===== config.mk =====
export PLATFORM = sky130hd
export DESIGN_NAME = delta_dram_arbiter
export DESIGN_NICKNAME = d
export VERILOG_FILES = /design/src/rtl/delta_dram_arbiter.sv
export SDC_FILE = /design/constraint.sdc
export NUM_CORES = 1
export LEC_CHECK = 0
export BUFFER_PORTS_ARGS = -buffer_cell sky130_fd_sc_hd__buf_2
export CELL_PAD_IN_SITES_DETAIL_PLACEMENT = 0
export CELL_PAD_IN_SITES_GLOBAL_PLACEMENT = 2
export CORE_MARGIN = 10
export CORE_UTILIZATION = 22
export CTS_CLUSTER_DIAMETER = 120
export CTS_CLUSTER_SIZE = 28
export DETAILED_ROUTE_END_ITERATION = 10
export GPL_TIMING_DRIVEN = 0
export PLACE_DENSITY_LB_ADDON = 0.1
export SLEW_MARGIN = 20
export SYNTH_ARGS = -nofsm -noshare
export SYNTH_HDL_FRONTEND = slang
export SYNTH_SLANG_ARGS = --single-unit

===== constraint.sdc =====
create_clock -name clock -period 3.7 [get_ports clock]
set_clock_uncertainty 0.15 [all_clocks]
set_input_delay 0.37 -clock clock [delete_from_list [all_inputs] [get_ports clock]]
set_output_delay 0.37 -clock clock [all_outputs]
set_load 0.01 [all_outputs]

===== src/rtl/delta_dram_arbiter.sv =====
`default_nettype none
// ============================================================================
// delta_dram_arbiter : round-robin DRAM port arbiter with burst lock and watchdog
// Rev 1.0
// ============================================================================
module delta_dram_arbiter #(
  parameter int N_REQ   = 4,
  parameter int ADDR_W  = 32,
  parameter int DATA_W  = 32,
  parameter int TIMEOUT = 1023
) (
  input  logic                      clock,
  input  logic                      reset,
  input  logic [N_REQ-1:0]          req_read,
  input  logic [N_REQ-1:0]          req_write,
  input  logic [N_REQ-1:0]          req_lock,
  input  logic [N_REQ*ADDR_W-1:0]   req_addr,
  input  logic [N_REQ*DATA_W-1:0]   req_wdata,
  output logic [N_REQ-1:0]          grant,
  output logic [N_REQ-1:0]          req_done,
  output logic [DATA_W-1:0]         req_rdata,
  output logic                      DRAM_Read,
  output logic                      DRAM_Write,
  output logic [ADDR_W-1:0]         DRAM_Address,
  output logic [DATA_W-1:0]         DRAM_WriteData,
  input  logic [DATA_W-1:0]         DRAM_ReadData,
  input  logic                      DRAM_DataReady,
  input  logic                      DRAM_WriteDone,
  output logic                      busy,
  output logic                      timeout_err
);

  localparam int IDX_W = (N_REQ > 1) ? $clog2(N_REQ) : 1;
  localparam int WD_W  = $clog2(TIMEOUT + 1);
  localparam logic [IDX_W-1:0] LAST_RST = IDX_W'(N_REQ - 1);
  localparam logic [WD_W-1:0]  WD_LIMIT = WD_W'(TIMEOUT);

  typedef enum logic [1:0] {
    IDLE   = 2'd0,
    ACCESS = 2'd1,
    DONE   = 2'd2
  } state_t;

  state_t               state;
  logic [IDX_W-1:0]     owner;
  logic [IDX_W-1:0]     last_grant;
  logic [IDX_W-1:0]     lock_owner;
  logic                 lock_valid;
  logic [WD_W-1:0]      watchdog;

  logic [N_REQ-1:0]     req_any;
  logic                 lock_hold;
  logic                 rr_found;
  logic [IDX_W-1:0]     rr_idx;
  int                   cand;
  logic                 win_valid;
  logic [IDX_W-1:0]     win_idx;
  logic [N_REQ-1:0]     win_oh;
  logic [ADDR_W-1:0]    sel_addr;
  logic [DATA_W-1:0]    sel_wdata;
  logic                 rsp_hit;

  assign req_any   = req_read | req_write;
  assign lock_hold = lock_valid && req_lock[lock_owner];
  assign busy      = (state != IDLE);
  // The latched op is carried by the strobes themselves while in ACCESS.
  assign rsp_hit   = DRAM_Read ? DRAM_DataReady : DRAM_WriteDone;

  // Cyclic search from last_grant+1; descending k lets the nearest candidate win.
  always_comb begin
    rr_found = 1'b0;
    rr_idx   = '0;
    cand     = 0;
    for (int k = N_REQ; k >= 1; k--) begin
      cand = (int'(last_grant) + k) % N_REQ;
      if (req_any[IDX_W'(cand)]) begin
        rr_found = 1'b1;
        rr_idx   = IDX_W'(cand);
      end
    end
  end

  // An active lock holds the port idle even when its owner is not requesting.
  always_comb begin
    win_valid = lock_hold ? req_any[lock_owner] : rr_found;
    win_idx   = lock_hold ? lock_owner : rr_idx;
    win_oh    = N_REQ'(1) << win_idx;
  end

  always_comb begin
    sel_addr  = '0;
    sel_wdata = '0;
    for (int i = 0; i < N_REQ; i++) begin
      if (IDX_W'(i) == win_idx) begin
        sel_addr  = req_addr[i*ADDR_W +: ADDR_W];
        sel_wdata = req_wdata[i*DATA_W +: DATA_W];
      end
    end
  end

  always_ff @(posedge clock or posedge reset) begin
    if (reset) begin
      state          <= IDLE;
      owner          <= '0;
      last_grant     <= LAST_RST;
      lock_owner     <= '0;
      lock_valid     <= 1'b0;
      watchdog       <= '0;
      grant          <= '0;
      req_done       <= '0;
      req_rdata      <= '0;
      DRAM_Read      <= 1'b0;
      DRAM_Write     <= 1'b0;
      DRAM_Address   <= '0;
      DRAM_WriteData <= '0;
      timeout_err    <= 1'b0;
    end else begin
      req_done <= '0;
      case (state)
        IDLE: begin
          if (lock_valid && !req_lock[lock_owner]) begin
            lock_valid <= 1'b0;
          end
          if (win_valid) begin
            state          <= ACCESS;
            owner          <= win_idx;
            grant          <= win_oh;
            DRAM_Read      <= req_read[win_idx];
            DRAM_Write     <= ~req_read[win_idx];
            DRAM_Address   <= sel_addr;
            DRAM_WriteData <= sel_wdata;
            watchdog       <= WD_W'(1);
            lock_valid     <= req_lock[win_idx];
            lock_owner     <= win_idx;
          end
        end
        ACCESS: begin
          // A response in the limit cycle still completes normally.
          if (rsp_hit || (watchdog == WD_LIMIT)) begin
            state      <= DONE;
            DRAM_Read  <= 1'b0;
            DRAM_Write <= 1'b0;
            req_done   <= grant;
            watchdog   <= '0;
            if (!rsp_hit) begin
              timeout_err <= 1'b1;
              req_rdata   <= '0;
            end else if (DRAM_Read) begin
              req_rdata <= DRAM_ReadData;
            end
          end else begin
            watchdog <= watchdog + 1'b1;
          end
        end
        DONE: begin
          state      <= IDLE;
          grant      <= '0;
          last_grant <= owner;
        end
        default: begin
          state <= IDLE;
        end
      endcase
    end
  end

endmodule
`default_nettype wire


==> results of run 1 <==
## cells in the final DEF (no fill, tap or decap), drive strengths merged, types with 2 or more instances in the layout
cell type    synthesis  routed
a211oi              17      17
a21o                21      21
a21oi                3       3
a22o                34      34
a22oi               29      29
a311oi              19      19
a32oi                2       2
and2                 7       7
and3                 5       5
buf                 31     446
bufinv               0       3
clkbuf              17      36
clkinv               0       5
clkinvlp             0       3
dfrtp              122     122
dfstp                2       2
diode                0       7
dlygate4sd3          0       3
inv                  2       4
mux2                 3       3
mux2i               50      50
mux4                 2       2
nand2               91      91
nand2b               5       5
nand3                9       9
nor2                34      34
nor2b                2       2
o211ai              31      31
o21ai               16      16
o21bai               5       5
o221ai               2       2
o22ai               35      35
o31ai                2       2
or2                  3       3
or4                  2       2
xor2                 3       3
## cell type report
class,instances,area [um2]
clock inverter,13,163.9
clock buffer,19,452.9
fill,3066,19130
antenna,7,17.52
buffer,48,274.0
tap,384,480.5
multi-input combinational,444,3133
inverter,2,11.26
sequential,124,3105
timing repair buffer,418,2167
## how the worst min path moves through the flow
stage | startpoint | endpoint | slack [ps] | cells past startpoint
global placement | DRAM_Address[11]$_DFFE_PP0P_ | DRAM_Address[11]$_DFFE_PP0P_ | 300 | 1
CTS | DRAM_ReadData[18] | req_rdata[18]$_DFFE_PP0P_ | 3 | 2
floorplan | watchdog[9]$_DFFE_PP0P_ | watchdog[9]$_DFFE_PP0P_ | 300 | 1
detailed placement | reset | DRAM_Address[10]$_DFFE_PP0P_ | 300 | 2
finish | DRAM_ReadData[23] | req_rdata[23]$_DFFE_PP0P_ | 20 | 2
global route | DRAM_ReadData[6] | req_rdata[6]$_DFFE_PP0P_ | 3 | 2
## per-stage QoR
stage | std cells | hold slack [ps] | total power, mW | util (%)
final | 1459 | 20.84 | 8.919 | 33.89
after global routing | 1455 | 3.200 | 9.658 | 33.85
after CTS | 1451 | 3.323 | 9.147 | 33.79
after detailed placement | 1417 | 296.2 | 7.332 | 31.59
after global placement | 1413 | 303.9 | 7.318 | 31.32
after floorplan | 618 | 301.9 | 5.365 | -
## worst max-delay path, cell delays in order (launching register included)
cell	delay, ps
dfrtp_1	480
mux4_2	610
and2_4	210
nor3b_2	230
a21oi_1	170
nor2_1	220
clkbuf_1	520
a22oi_1	230
o211ai_1	130
## power by group
group / leakage [nW] / switching, mW / total, mW / internal (mW)
Combinational: 3.17 / 2.90 / 4.88 / 1.98
Sequential: 1.55 / 0.310 / 2.26 / 1.95
Clock: 0.300 / 0.679 / 1.78 / 1.10
Total: 5.02 / 3.89 / 8.92 / 5.03
## kinds of logic (layout without fill, tap and decap cells)
group | Yosys count | count (layout) | share of synthesized area [%]
compound gates | 222 | 222 | 27.31
xor+xnor | 3 | 3 | 0.4031
fa+ha+maj | 1 | 1 | 0.1919
buf+inv | 50 | 500 | 4.318
flops | 124 | 124 | 47.63
mux | 55 | 55 | 8.943
other cells | 0 | 7 | 0
simple gates | 163 | 163 | 11.21
## routing by layer
metal | routed length, um | share of wire (%) | global-route usage, % | vias to the layer above
li1 | - | - | - | 3230
met1 | 13270 | 41 | 19.82 | 3091
met2 | 16240 | 50 | 29.09 | 252
met3 | 2739 | 8.4 | 5.803 | 16
met4 | 273 | 0.84 | 3.608 | 4
met5 | 19 | 0.058 | 0 | -
## state kept, by name (all words and copies together), names as in the netlist, 2 cells and up
signal / flops
req_done: 4
state: 2
last_grant: 2
lock_owner: 2
req_rdata: 32
watchdog: 10
grant: 4
DRAM_WriteData: 32
DRAM_Address: 32
==> impl_metrics.yaml, run 1 <==
pwr:
  p_per_area_nw_per_um2: 909.6
  vdd_drop_max_mv: 0.3693
  p_leak_nw: 5.021
layout:
  synthToLayoutAreaGrowth_pct: 50.39
  drive_gt1_share_pct: 48.31
  final_cell_area_um2: 9806
  layout.nets: 1360
clocking:
  root_buffer: "clkbuf_16"
  path_clk_slew_ps: 60
  cts.sink_count: 124
  cts_hold_buf: 2
  cts_tree: "built"
  clk_path_buf_depth: 2
  h-tree-depth: 4
  post-cts-setup-buffers: 0
  cts_resized: 0
  cts_buffers: 17
  clkLatencyLatePin_ps: 410
logic_synthesis:
  synth_edf_count: 0
  synth_cell_types: 57
  synthTopCellsByCount: "122 x dfrtp_1, 91 x nand2_1, 50 x mux2i_1"
  yosysMostFrequentCell: "dfrtp_1"
  avgSynthCellArea_um2: 10.55
  synth-seq-cells: 124
  synth-main-ff-cell: "dfrtp_1"
  syn_area_um2: 6520
  syn_nets: 923
  synth_top_cell_area_share_pct: 46.82
  yosys-top-cells-area: "dfrtp_1 47%, mux2i_1 7.7%, nand2_1 5.2%"
  synthCells: 618
  ys_async_sr_fraction_pct: 100.0
  synth_largest_area_cell: "dfrtp_1"
  seq_area_frac_synth_pct: 47.63
  yosysWarnings: 0
sta:
  rsz0062_at_grt: "false"
  worst_pin_slew_ps: 791.9
  slew_viol_final: 0
  setup_viol: 0
  finalHoldViolations: 0
  period_share_pct: 82.15
  fmaxAchievable_mhz: 329.0
  finalCriticalPeriod_ps: 3040
  fin_ws_ps: 660.3
  tns_ps: 0
  slew_headroom_pct: 47.10
route:
  drc: 0
  dr.pass1.iters: 4
  num_vias: 6593
  drt-total-wl_mm: 32.54
  routedWlPerCell_um: 22.30
  via_per_inst: 4.519
  initialDrtViolationCount: 228
  antenna_left: 0
global_route:
  track_usage_pct: 16.88
  grt_max_degree: 30
  first_global_vias: 7270
  grt_pass1_wl_mm: 47.08
  antenna_found_initial: 6
  grt_overflow: 0
place:
  routabilityCongestion: 0.7636
  placed_area_um2: 9141
  hpwlAfterDp_mm: 26.67
  port_buffers: 411
  pre_cts_slack_ps: 617.7
floorplan:
  die_x_um: 192.2
  core_area_um2: 28940
  dieArea_um2: 36920
  floorplan.initialDensity_pct: 22.53
  rows: 62
  io_pins: 412
  dieHeight_um: 192.2
setup_path:
  ff2ff_path_depth: 8
  criticalPathCategory: "reg -> reg"
  arrival_ps: 3220
  r2r_start: "lock_owner[0]$_DFFE_PP0P_"
  start_kind: "flip-flop"
  regToRegSetupSlack_ps: 660
  critical_path_required_ps: 3880
  worstPathMaxFanout: 10
  reg2reg_to: "DRAM_Address[0]$_DFFE_PP0P_"
  endpoint_kind: "flip-flop"
  crit_path_end: "DRAM_Address[0]$_DFFE_PP0P_"
  cp-startpoint: "lock_owner[0]$_DFFE_PP0P_"
min_path:
  hold_class: "in -> reg"
run_status:
  outcome: "finished, final reports clean"
run:
  cap_violations: 0
(Power assumes the default switching activity.)
==> run 2: changes to the inputs <==
--- a/config.mk
+++ b/config.mk
@@ -5,6 +5,7 @@
 export SDC_FILE = /design/constraint.sdc
 export NUM_CORES = 1
 export LEC_CHECK = 0
+export ABC_AREA = 1
 export BUFFER_PORTS_ARGS = -buffer_cell sky130_fd_sc_hd__buf_2
 export CELL_PAD_IN_SITES_DETAIL_PLACEMENT = 0
 export CELL_PAD_IN_SITES_GLOBAL_PLACEMENT = 2
==> constraint.sdc (replaced) <==
create_clock -name clock -period 2.9 [get_ports clock]
set_clock_uncertainty 0.15 [all_clocks]
set_input_delay 0.29 -clock clock [delete_from_list [all_inputs] [get_ports clock]]
set_output_delay 0.29 -clock clock [all_outputs]
set_load 0.01 [all_outputs]
==> run 2 against run 1 <==
Routed wire length is 26% higher. Hold slack worse by 1.5 ps. Combinational power is 130% higher. Highest routed layer unchanged. Final cell count is 39% higher. Via count is 36% higher. Fmax is 14% higher. Largest power group unchanged. Clock power is 25% higher. Register-to-register slack worse by 430 ps. Clock-buffer cell count is 1 lower. Die area is 13% higher. Sequential power is 28% higher.
==> impl_metrics.yaml, run 2 <==
run_status:
  outcome: "finished, final reports clean"
clocking:
  cts_buffers: 17
  cts_tree: "built"
  clk_path_buf_depth: 2
  clkLatencyLatePin_ps: 430
  path_clk_slew_ps: 60
  cts.sink_count: 124
  h-tree-depth: 4
  root_buffer: "clkbuf_16"
global_route:
  track_usage_pct: 19.37
  grt_pass1_wl_mm: 60.42
  grt_max_degree: 30
  first_global_vias: 9474
  grt_overflow: 0
  antenna_found_initial: 21
sta:
  fmaxAchievable_mhz: 373.9
  worst_pin_slew_ps: 660.0
  finalHoldViolations: 0
  period_share_pct: 92.21
  setup_viol: 0
  finalCriticalPeriod_ps: 2674
  slew_viol_final: 0
  rsz0062_at_grt: "false"
  slew_headroom_pct: 56.00
layout:
  drive_gt1_share_pct: 35.12
  fill_cells: 3750
  finish.utilization_pct: 33.58
  multiInputGateArea_um2: 3543
  layout.nets: 1855
  biggestRegsByFlops: "DRAM_Address (32), DRAM_WriteData (32), req_rdata (32)"
  final_cell_mix: "440 x buf_2, 302 x nand2_1, 190 x nand3_1"
  synthToLayoutAreaGrowth_pct: 50.86
  final_cell_area_um2: 11230
  final_common_cell: "buf_2"
  seq_area_um2: 3107
min_path:
  hold_class: "in -> reg"
  min_from: "req_addr[7]"
floorplan:
  dieHeight_um: 204.0
  core_area_um2: 33450
  dieArea_um2: 41600
  io_pins: 412
  floorplan.initialDensity_pct: 22.26
  rows: 67
  die_x_um: 204.0
logic_synthesis:
  ys_async_sr_fraction_pct: 100.0
  syn_area_um2: 7445
  synth_largest_area_cell: "dfrtp_1"
  seq_area_frac_synth_pct: 41.71
  synth_top_cell_area_share_pct: 41.01
  synthTopCellsByCount: "304 x nand2_1, 191 x nand3_1, 122 x dfrtp_1"
  synth_edf_count: 0
  yosys-top-cells-area: "dfrtp_1 41%, nand2_1 15%, nand3_1 13%"
  avgSynthCellArea_um2: 6.919
  yosysMostFrequentCell: "nand2_1"
  yosysWarnings: 0
  synth_cell_types: 33
  synth-seq-cells: 124
  syn_nets: 1381
  synthCells: 1076
  synth-main-ff-cell: "dfrtp_1"
pwr:
  p_total_mw: 16.13
  p_leak_nw: 6.048
  p_per_area_nw_per_um2: 1436
  vdd_drop_max_mv: 0.8260
route:
  num_vias: 8955
  drt-total-wl_mm: 41.11
  routedWlPerCell_um: 20.33
  via_per_inst: 4.429
  drc: 0
  initialDrtViolationCount: 414
  dr.pass1.iters: 5
  antenna_left: 0
setup_path:
  critical_path_required_ps: 3070
  worstPathMaxFanout: 10
  arrival_ps: 2840
  cp_common_cell: "nand2_1"
  start_kind: "flip-flop"
  endpoint_kind: "flip-flop"
  slowest_delay_ps: 530
  path_cells: "buf_6, inv_4, nand2_1, nand2_1, nand2_1, a221oi_1, nand2_1, nand3_2, inv_1, buf_2, buf_2, nand2_1, a21oi_1, nor2_1"
  critPathSlowestCell: "dfstp_2"
  r2r_start: "last_grant[0]$_DFFE_PP1P_"
  criticalPathCategory: "reg -> reg"
  cp-startpoint: "last_grant[0]$_DFFE_PP1P_"
  regToRegSetupSlack_ps: 230
run:
  cap_violations: 0
place:
  placed_area_um2: 10150
  port_buffers: 411
  hpwlAfterDp_mm: 33.52
  routabilityCongestion: 0.7977
run 2: changes by cell type in the layout (fill, tap and decap cells not counted), moves of 36 or more:
| cell | delta |
|---|---|
| inv_1 | +109 |
| nor2_1 | +36 |
| nand4_1 | +49 |
| o21ai_0 | +49 |
| mux2i_1 | -50 |
| nand2_1 | +211 |
| nand3_1 | +182 |
| dlygate4sd3_1 | +36 |
run 2: layout make-up:
| type | count | area share (%) |
|---|---|---|
| clock buffers | 18 | 3.910 |
| clock inverters | 14 | 1.415 |
| plain buffers | 72 | 3.610 |
| well taps | 448 | 4.991 |
| multi-input cells | 764 | 31.55 |
| inverters | 116 | 3.933 |
| diodes | 11 | 0.2451 |
| flip-flops and latches | 124 | 27.66 |
| repair buffers | 455 | 22.68 |
run 2: logic make-up after synthesis:
kind of cell	after synthesis	synth area share, %
AND/OR/NAND/NOR	645	38.74
XOR/XNOR	4	0.4705
buffers and inverters	188	10.89
AO/OA/AOI/OAI	114	8.017
adder cells (fa/ha/maj)	1	0.1680
flip-flops	124	41.71
run 2: final timing paths:
| path | to | cells past startpoint |
|---|---|---|
| min in group asynchronous | req_rdata[31]$_DFFE_PP0P_ | 3 |
| worst min register to register | DRAM_WriteData[2]$_DFFE_PP0P_ | 2 |
| worst max-delay path | DRAM_Address[26]$_DFFE_PP0P_ | 14 |
| max in group asynchronous | DRAM_Address[3]$_DFFE_PP0P_ | 5 |
| worst max register to register | DRAM_Address[26]$_DFFE_PP0P_ | 14 |
| worst min-delay path | DRAM_Address[7]$_DFFE_PP0P_ | 5 |
run 2: repair_timing:
| action | CTS | global route |
|---|---|---|
| buffers inserted | 0 | 1 |
| pin swaps | 0 | 1 |
| hold buffers | 39 | 0 |
| endpoints found under the hold margin | 50 | 0 |
| gates resized for setup | 5 | 24 |
| endpoints found under the setup margin | 4 | 71 |
run 2: critical path: cells and delay by family, from the launching register on:
kind | cells | cell delay, ps
compound gates | 2 | 230
buf+inv | 5 | 970
simple gates | 7 | 660
flops | 1 | 530
run 2: metrics by stage:
step	hold slack [ps]	setup TNS [ps]	instances	setup WS (ps)
finish	19.29	0	2022	225.8
global route	33.87	0	2017	8.229
CTS	1.932	0	2010	56.67
detailed placement	162.5	-59.88	1939	-59.88
global placement	307.6	-28590	1935	-254.3
floorplan	290.1	0	1076	728.8
run 2: metal layers:
metal	vias up	share of wire, %	global-route usage (%)	wire length [um]
li1	4460	-	-	-
met1	4179	41	22.53	16910
met2	259	50	33.27	20710
met3	37	7.1	6.689	2933
met4	20	1.1	5.052	442
met5	-	0.28	0	116
run 2: where the power goes:
part           internal [mW]  switching (mW)
logic                   3.58            7.42
registers               2.52           0.381
clock network           1.31           0.929
total                   7.40            8.73
